--- config.mk ---
export PLATFORM = sky130hd
export DESIGN_NAME = seq_comparator
export DESIGN_NICKNAME = d
export VERILOG_FILES = /design/src/rtl/seq_comparator.sv
export SDC_FILE = /design/constraint.sdc
export NUM_CORES = 1
export LEC_CHECK = 0
export ABC_CLOCK_PERIOD_IN_PS = 7600
export BUFFER_PORTS_ARGS = -buffer_cell sky130_fd_sc_hd__buf_2
export CORE_MARGIN = 2
export CORE_UTILIZATION = 31
export CTS_BUF_LIST = sky130_fd_sc_hd__clkbuf_4 sky130_fd_sc_hd__clkbuf_8
export DETAILED_ROUTE_END_ITERATION = 16
export HOLD_SLACK_MARGIN = 0.05
export SETUP_SLACK_MARGIN = 0.05
export SLEW_MARGIN = 20
export SYNTH_ARGS = -nofsm -noshare
export SYNTH_HDL_FRONTEND = slang
export SYNTH_SLANG_ARGS = --single-unit
--- constraint.sdc ---
create_clock -name clk -period 7.6 [get_ports clk]
set_input_delay 1.9 -clock clk [delete_from_list [all_inputs] [get_ports clk]]
set_output_delay 1.9 -clock clk [all_outputs]
set_load 0.005 [all_outputs]
--- src/rtl/seq_comparator.sv ---
// Serial magnitude comparator: walks K-bit slices from the MSB end and stops at
// the first differing slice, reporting lesser/greater/equal and slices examined.
module seq_comparator #(
  parameter int N = 32,
  parameter int K = 8,
  localparam int S = N / K,
  localparam int CW = $clog2(S) + 1
) (
  input  logic          clk,
  input  logic          rst_n,
  input  logic          in_valid,
  output logic          in_ready,
  input  logic [N-1:0]  a,
  input  logic [N-1:0]  b,
  input  logic          is_signed,
  output logic          out_valid,
  input  logic          out_ready,
  output logic          lesser,
  output logic          greater,
  output logic          equal,
  output logic [CW-1:0] cycles,
  output logic [1:0]    dbg_state
);

  // Handshake: operands transfer on a rising edge with in_valid && in_ready;
  // the result transfers on a rising edge with out_valid && out_ready. Only one
  // operation is in flight, so in_ready and out_valid are never both high.

  localparam int IW = (S > 1) ? $clog2(S) : 1;

  localparam logic [1:0] IDLE    = 2'd0;
  localparam logic [1:0] COMPARE = 2'd1;
  localparam logic [1:0] DONE    = 2'd2;

  logic [1:0]    state_q, state_d;
  logic [N-1:0]  a_q, a_d, b_q, b_d;
  logic          signed_q, signed_d;
  logic [IW-1:0] idx_q, idx_d;
  logic [CW-1:0] cnt_q, cnt_d;
  logic [CW-1:0] cycles_q, cycles_d;
  logic          lesser_q, lesser_d;
  logic          greater_q, greater_d;
  logic          equal_q, equal_d;
  logic [K-1:0]  sa, sb;

  always_comb begin
    state_d   = state_q;
    a_d       = a_q;
    b_d       = b_q;
    signed_d  = signed_q;
    idx_d     = idx_q;
    cnt_d     = cnt_q;
    cycles_d  = cycles_q;
    lesser_d  = lesser_q;
    greater_d = greater_q;
    equal_d   = equal_q;
    sa        = a_q[idx_q*K +: K];
    sb        = b_q[idx_q*K +: K];
    // Flipping the sign bits of the top slice turns a signed compare into an unsigned one.
    if (signed_q && (idx_q == IW'(S - 1))) begin
      sa[K-1] = ~sa[K-1];
      sb[K-1] = ~sb[K-1];
    end
    case (state_q)
      IDLE: begin
        if (in_valid) begin
          a_d      = a;
          b_d      = b;
          signed_d = is_signed;
          idx_d    = IW'(S - 1);
          cnt_d    = '0;
          state_d  = COMPARE;
        end
      end
      COMPARE: begin
        cnt_d = cnt_q + CW'(1);
        if (sa != sb) begin
          greater_d = (sa > sb);
          lesser_d  = (sa < sb);
          equal_d   = 1'b0;
          cycles_d  = cnt_d;
          state_d   = DONE;
        end else if (idx_q == '0) begin
          greater_d = 1'b0;
          lesser_d  = 1'b0;
          equal_d   = 1'b1;
          cycles_d  = cnt_d;
          state_d   = DONE;
        end else begin
          idx_d = idx_q - IW'(1);
        end
      end
      DONE: begin
        if (out_ready) state_d = IDLE;
      end
      default: state_d = IDLE;
    endcase
  end

  always_ff @(posedge clk or negedge rst_n) begin
    if (!rst_n) begin
      state_q   <= IDLE;
      a_q       <= '0;
      b_q       <= '0;
      signed_q  <= 1'b0;
      idx_q     <= '0;
      cnt_q     <= '0;
      cycles_q  <= '0;
      lesser_q  <= 1'b0;
      greater_q <= 1'b0;
      equal_q   <= 1'b0;
    end else begin
      state_q   <= state_d;
      a_q       <= a_d;
      b_q       <= b_d;
      signed_q  <= signed_d;
      idx_q     <= idx_d;
      cnt_q     <= cnt_d;
      cycles_q  <= cycles_d;
      lesser_q  <= lesser_d;
      greater_q <= greater_d;
      equal_q   <= equal_d;
    end
  end

  assign in_ready  = (state_q == IDLE);
  assign out_valid = (state_q == DONE);
  assign lesser    = lesser_q;
  assign greater   = greater_q;
  assign equal     = equal_q;
  assign cycles    = cycles_q;
  assign dbg_state = state_q;

endmodule

==> results of run 1 <==
## routing by layer
| layer | part of all wire, % | up-vias | GRT usage, % |
|---|---|---|---|
| met5 | 0 | - | 0 |
| met4 | 1.7 | 0 | 4.88 |
| met3 | 4.8 | 12 | 4.62 |
| met2 | 47 | 47 | 18.8 |
| met1 | 47 | 1092 | 16.3 |
| li1 | - | 1026 | - |
## layout make-up
type | instances | share of cell area (%)
flip-flops and latches | 78 | 43.8
inverters | 11 | 0.926
repair buffers | 79 | 9.06
clock inverters | 6 | 2.08
clock buffers | 10 | 3.09
multi-input cells | 138 | 37.0
well taps | 147 | 4.12
## Yosys cell counts (all sizes together)
cell     count
nand2        6
and2         2
nor2b        2
nand4        2
o211ai       1
clkbuf       1
o41ai        1
mux2        67
ha          11
a2111oi      1
a21oi        5
nand2b       5
o21ai        8
a221o        1
or4          1
buf         11
xnor2        1
nor2         3
o21bai       1
mux4        16
dfrtp       78
a22o         2
inv         11
o31ai        1
xor2         1
## worst register-to-register path, stage by stage, from the launching register on
cell     delay, ns
dfrtp_1       0.56
buf_4         0.36
mux4_2        0.57
xor2_1        0.16
ha_1          0.33
nand4_2       0.19
o31ai_4       0.46
mux2_2        0.38
## flip-flops by register name, indices dropped and copies added (netlist names)
register   cells
signed_q       1
a_q           32
cnt_q          3
idx_q          2
lesser         1
equal          1
b_q           32
dbg_state      2
cycles         3
greater        1
## how the worst min path moves through the flow
stage	startpoint	endpoint	slack [ns]
global route	cycles[0]	cycles[0]	0.52
CTS	cycles[0]	cycles[0]	0.48
detailed placement	cycles[0]	cycles[0]	0.47
floorplan	lesser	lesser	0.47
finish	cycles[0]	cycles[0]	0.48
global placement	cycles[0]	cycles[0]	0.46
## cells by family after synthesis
group,Yosys count
buffers and inverters,23
AOI/OAI and AO/OA,21
xor gates and xnor gates,2
adders and majority gates,11
DFF,78
muxes,83
and+or+nand+nor,21
## report_power, final
group / switching [W] / leakage, nW / internal, W
registers: 0.000115 / 0.916 / 0.000620
logic: 0.000268 / 1.06 / 0.000424
clock network: 0.000165 / 0.110 / 0.000196
total: 0.000548 / 2.08 / 0.00124
## stage by stage
stage          cells  hold slack, ns  setup slack [ns]  area, um2
2_1_floorplan    239           0.466              4.77       3720
3_3_place_gp     453           0.456              4.19       4230
3_5_place_dp     453           0.466              4.19       4230
4_1_cts          469           0.483              4.38       4460
5_1_grt          469           0.516              4.22       4460
6_report         469           0.475              4.49       4460
==> flow_summary.ini, run 1 <==
[sta]
slew_violations = 0
skew_ns = 0.0149
setup-violations-final = 0
layout_min_cycle_time_ns = 3.11
max_freq_mhz = 321
finalCritPeriodShare_pct = 41.0
tns_ns = 0
final-hold-violation-count = 0
worstMarginPinSlew_ns = 1.03
rsz0062_at_grt = no
slew-limit-headroom_pct = 31.4

[logic_synthesis]
synth_cells = 239
ys_warn_count = 0
synth_compound_area_share_pct = 3.93
synth-simple-area-share_pct = 3.23
synth_largest_area_cell = dfrtp_1
syn_nets = 319
postSynthAreaPerCell_um2 = 15.6
seq_area_frac_synth_pct = 52.5
synthAdderAreaFrac_pct = 3.70
yosys.area_share.xor_xnor_pct = 0.471
synth-seq-cells = 78
ys_types = 29
netlist_area_um2 = 3720
netlist_top_cells_area = dfrtp_1, mux2_4, mux2_2
synth_mux_area_share_pct = 32.9
yosys.area.top_type_share_pct = 52.5
synth_top_family_by_area = multiplexers

[cells_and_area]
nFillCells = 1140
post-route-util_pct = 37.6
final_cell_mix = dfrtp_1, buf_2, mux2_2
layout_commonest_cell = dfrtp_1
multi_input_area_um2 = 1650
seq_area_um2 = 1950
syn2layout_area_growth_pct = 19.8
diodes = 0
nets = 397
drive_gt1_share_pct = 56.5

[worst_setup_path]
worstSetupStartpoint = idx_q[0]
path_class = reg2reg
rrSetupSlack_ns = 4.49
cp-start-kind = register
r2r-start = idx_q[0]
crit_path_max_incr_delay_ns = 0.57
reg2regPathDepth = 7
required_ns = 7.86
critPathArrivalTime_ns = 3.37
path_depth = 7
cp_top_family = multiplexers
endpoint_kind = register
timing.rr.end = cycles[1]
cpMaxStageDelayCell = mux4_2
crit_fanout = 13
cp_cell_sequence = buf_4, mux4_2, xor2_1, ha_1, nand4_2, o31ai_4, mux2_2
crit_end = cycles[1]
crit_buf_inv = 1

[die]
die_y_um = 114
core_area_um2 = 11900
dieArea_um2 = 12900
dieWidth_um = 114
initial_core_util_pct = 31.4
row_count = 40
ioPinCount = 79

[cts]
cts_buffer_depth = 2
cts.clk_slew.worst_paths_ns = 0.09
numCtsBuffers = 9
tritoncts = built
cts_sinks = 78
postCtsSetupBuffers = 0
clock_latency_ns = 0.37
hold_buffers = 0
clockRootBuffer = clkbuf_8
cts_resized = 0
h-tree-depth = 3

[pwr]
ir_drop_mv = 0.146
p_total_w = 0.00179
leakagePower_nw = 2.08
p_per_area_nw_per_um2 = 401

[global_routing]
grt_pass1_vias = 2284
grt_usage_pct = 12.4
grt_max_degree = 79
grt_remaining_overflow = 0
grt_pass1_wl_mm = 11.9
antenna_found_initial = 0

[detailed_routing]
route.detailed.drc = 0
drt-vias-per-instance = 4.64
vias = 2177
wl_per_cell_um = 15.6
drt_iter0_markers = 116
drtPass1Iterations = 4
drt.antenna.violating_nets = 0
wirelength_mm = 7.32

[hold_path]
holdPathStages = 2
hold_path_class = reg2reg

[job]
drv_cap = 0

[placed_design]
dp_hpwl_mm = 4.97
routabilityCongestion = 0.736
io_buffers = 78

[outcome]
status = finished, final reports clean
(Power assumes the default switching activity.)
==> run 2, diff against run 1 <==
--- a/config.mk
+++ b/config.mk
@@ -5,7 +5,8 @@
 export SDC_FILE = /design/constraint.sdc
 export NUM_CORES = 1
 export LEC_CHECK = 0
-export ABC_CLOCK_PERIOD_IN_PS = 7600
+export ABC_AREA = 1
+export ABC_CLOCK_PERIOD_IN_PS = 2560
 export BUFFER_PORTS_ARGS = -buffer_cell sky130_fd_sc_hd__buf_2
 export CORE_MARGIN = 2
 export CORE_UTILIZATION = 31
==> constraint.sdc (replaced) <==
create_clock -name clk -period 2.56 [get_ports clk]
set_input_delay 0.64 -clock clk [delete_from_list [all_inputs] [get_ports clk]]
set_output_delay 0.64 -clock clk [all_outputs]
set_load 0.005 [all_outputs]
==> flow_summary.ini, run 2 <==
[outcome]
status = complete, but fails checks
failed_checks = DRC

[sta]
final-hold-violation-count = 0
rsz0062_at_grt = no
slew_violations = 0
layout_min_cycle_time_ns = 2.15
slew-limit-headroom_pct = 62.7
finalCritPeriodShare_pct = 83.9
worstMarginPinSlew_ns = 0.559
skew_ns = 0.00455
max_freq_mhz = 465
setup-violations-final = 0
worst_slack_ns = 0.411
tns_ns = 0

[global_routing]
grt_pass1_vias = 2825
grt_max_degree = 42
grt_pass1_wl_mm = 13.8
grt_usage_pct = 13.7
antenna_found_initial = 0
grt_remaining_overflow = 0

[cells_and_area]
diodes = 0
nets = 492
largestRegisters = a_q (32), b_q (32)
layout_commonest_cell = dfrtp_1
final_cell_mix = dfrtp_1, buf_2, nand2_1
syn2layout_area_growth_pct = 20.1
post-route-util_pct = 38.5
drive_gt1_share_pct = 40.9

[die]
core_area_um2 = 11500
row_count = 39
initial_core_util_pct = 32.1
die_y_um = 113
ioPinCount = 79
dieArea_um2 = 12800
dieWidth_um = 113

[pwr]
leakagePower_nw = 2.13
ir_drop_mv = 0.442
p_total_w = 0.00576
p_per_area_nw_per_um2 = 1300

[worst_setup_path]
crit_fanout = 16
required_ns = 2.78
cp-start-kind = register
path_class = reg2reg
endpoint_kind = register
critPathArrivalTime_ns = 2.37

[hold_path]
hold_path_class = in2async

[detailed_routing]
wl_per_cell_um = 14.7
route.detailed.drc = 7
vias = 2621
wirelength_mm = 8.19
drt-vias-per-instance = 4.69
drt.antenna.violating_nets = 0
drt_iter0_markers = 140
drtPass1Iterations = 10

[logic_synthesis]
synth_most_common_cell = dfrtp_1
yosys.area.top_type_share_pct = 52.8
ys_types = 25
ys_warn_count = 0
postSynthAreaPerCell_um2 = 11.1
synth-seq-cells = 78
synth_flop_cell = dfrtp_1
synth_largest_area_cell = dfrtp_1
synth_cells = 332
netlist_top_cells_area = dfrtp_1, mux2_2, nand2_1
synthArstFlopShare_pct = 100
synth_commonest_cells = dfrtp_1, nand2_1, mux2_2
netlist_area_um2 = 3700
synth-edff-count = 0
syn_nets = 412
seq_area_frac_synth_pct = 52.8

[cts]
clockRootBuffer = clkbuf_8
clock_latency_ns = 0.34
cts_buffer_depth = 2
cts_sinks = 78
h-tree-depth = 3
tritoncts = built
cts_resized = 0
numCtsBuffers = 9
cts.clk_slew.worst_paths_ns = 0.07
postCtsSetupBuffers = 0
hold_buffers = 0

[job]
drv_cap = 0

[placed_design]
io_buffers = 78
dp_hpwl_mm = 6.11
dp_slack_ns = 0.415
routabilityCongestion = 0.795
## run 2: power by group
group | switching [W] | internal [W] | leakage (nW) | total [W]
logic | 0.00132 | 0.00129 | 1.10 | 0.00261
registers | 0.000370 | 0.00185 | 0.923 | 0.00222
clock network | 0.000406 | 0.000517 | 0.104 | 0.000923
total | 0.00210 | 0.00366 | 2.13 | 0.00576
## run 2: cells by family (layout without fill, tap and decap cells)
kind of cell             after synthesis  after routing  synth area share, %
AND/OR/NAND/NOR                      105            105                 11.5
flip-flops                            78             78                 52.8
multiplexers                          65             65                 19.8
AO/OA/AOI/OAI                         41             41                 6.87
buffers and inverters                 29            113                 4.57
adder cells (fa/ha/maj)               11             11                 3.72
XOR/XNOR                               3              3                0.711
## run 2: layout make-up
cell class	count	area, um2
Clock buffer	14	168
Clock inverter	1	30.0
Fill cell	1139	7080
Inverter	12	45.0
Multi-Input combinational cell	225	1580
Sequential cell	78	1950
Tap cell	143	179
Timing Repair Buffer	86	490
## run 2: path summary, 6_finish.rpt
kind / to / startpoint / slack, ns / cells past startpoint
setup / recovery: dbg_state[1] / idx_q[0] / 0.41 / 14
hold / removal: cycles[2] / rst_n / 0.29 / 1
setup reg to reg: dbg_state[1] / idx_q[0] / 0.41 / 14
hold reg to reg: cycles[0] / cycles[0] / 0.48 / 2
max in group asynchronous: a_q[0] / rst_n / 1.68 / 2
min in group clk: dbg_state[1] / out_ready / 0.48 / 2
## run 2: routing by layer
metal	share of wire [%]	GRT usage, %	up-vias
li1	-	-	1297
met1	45	18.0	1254
met2	49	22.9	62
met3	5.1	3.48	8
met4	0.96	3.17	0
met5	0	0	-
## run 2: worst max-delay path, stage by stage, from the launching register on
cell	delay, ns
dfrtp_1	0.39
inv_1	0.07
buf_4	0.20
nand2_1	0.07
nand3_1	0.07
nand2_1	0.07
xor2_1	0.14
ha_1	0.29
nand2_1	0.07
nor2_1	0.18
nand2_1	0.07
nand2_1	0.12
nand2_2	0.11
inv_2	0.11
o31ai_1	0.07
## run 2: per-stage QoR
| stage | instance area [um2] | instances | hold slack [ns] |
|---|---|---|---|
| 4_1_cts | 4440 | 559 | 0.302 |
| 6_report | 4440 | 559 | 0.289 |
| 2_1_floorplan | 3700 | 332 | 0.344 |
| 3_3_place_gp | 4240 | 544 | 0.484 |
| 3_5_place_dp | 4240 | 544 | 0.474 |
| 5_1_grt | 4440 | 559 | 0.307 |
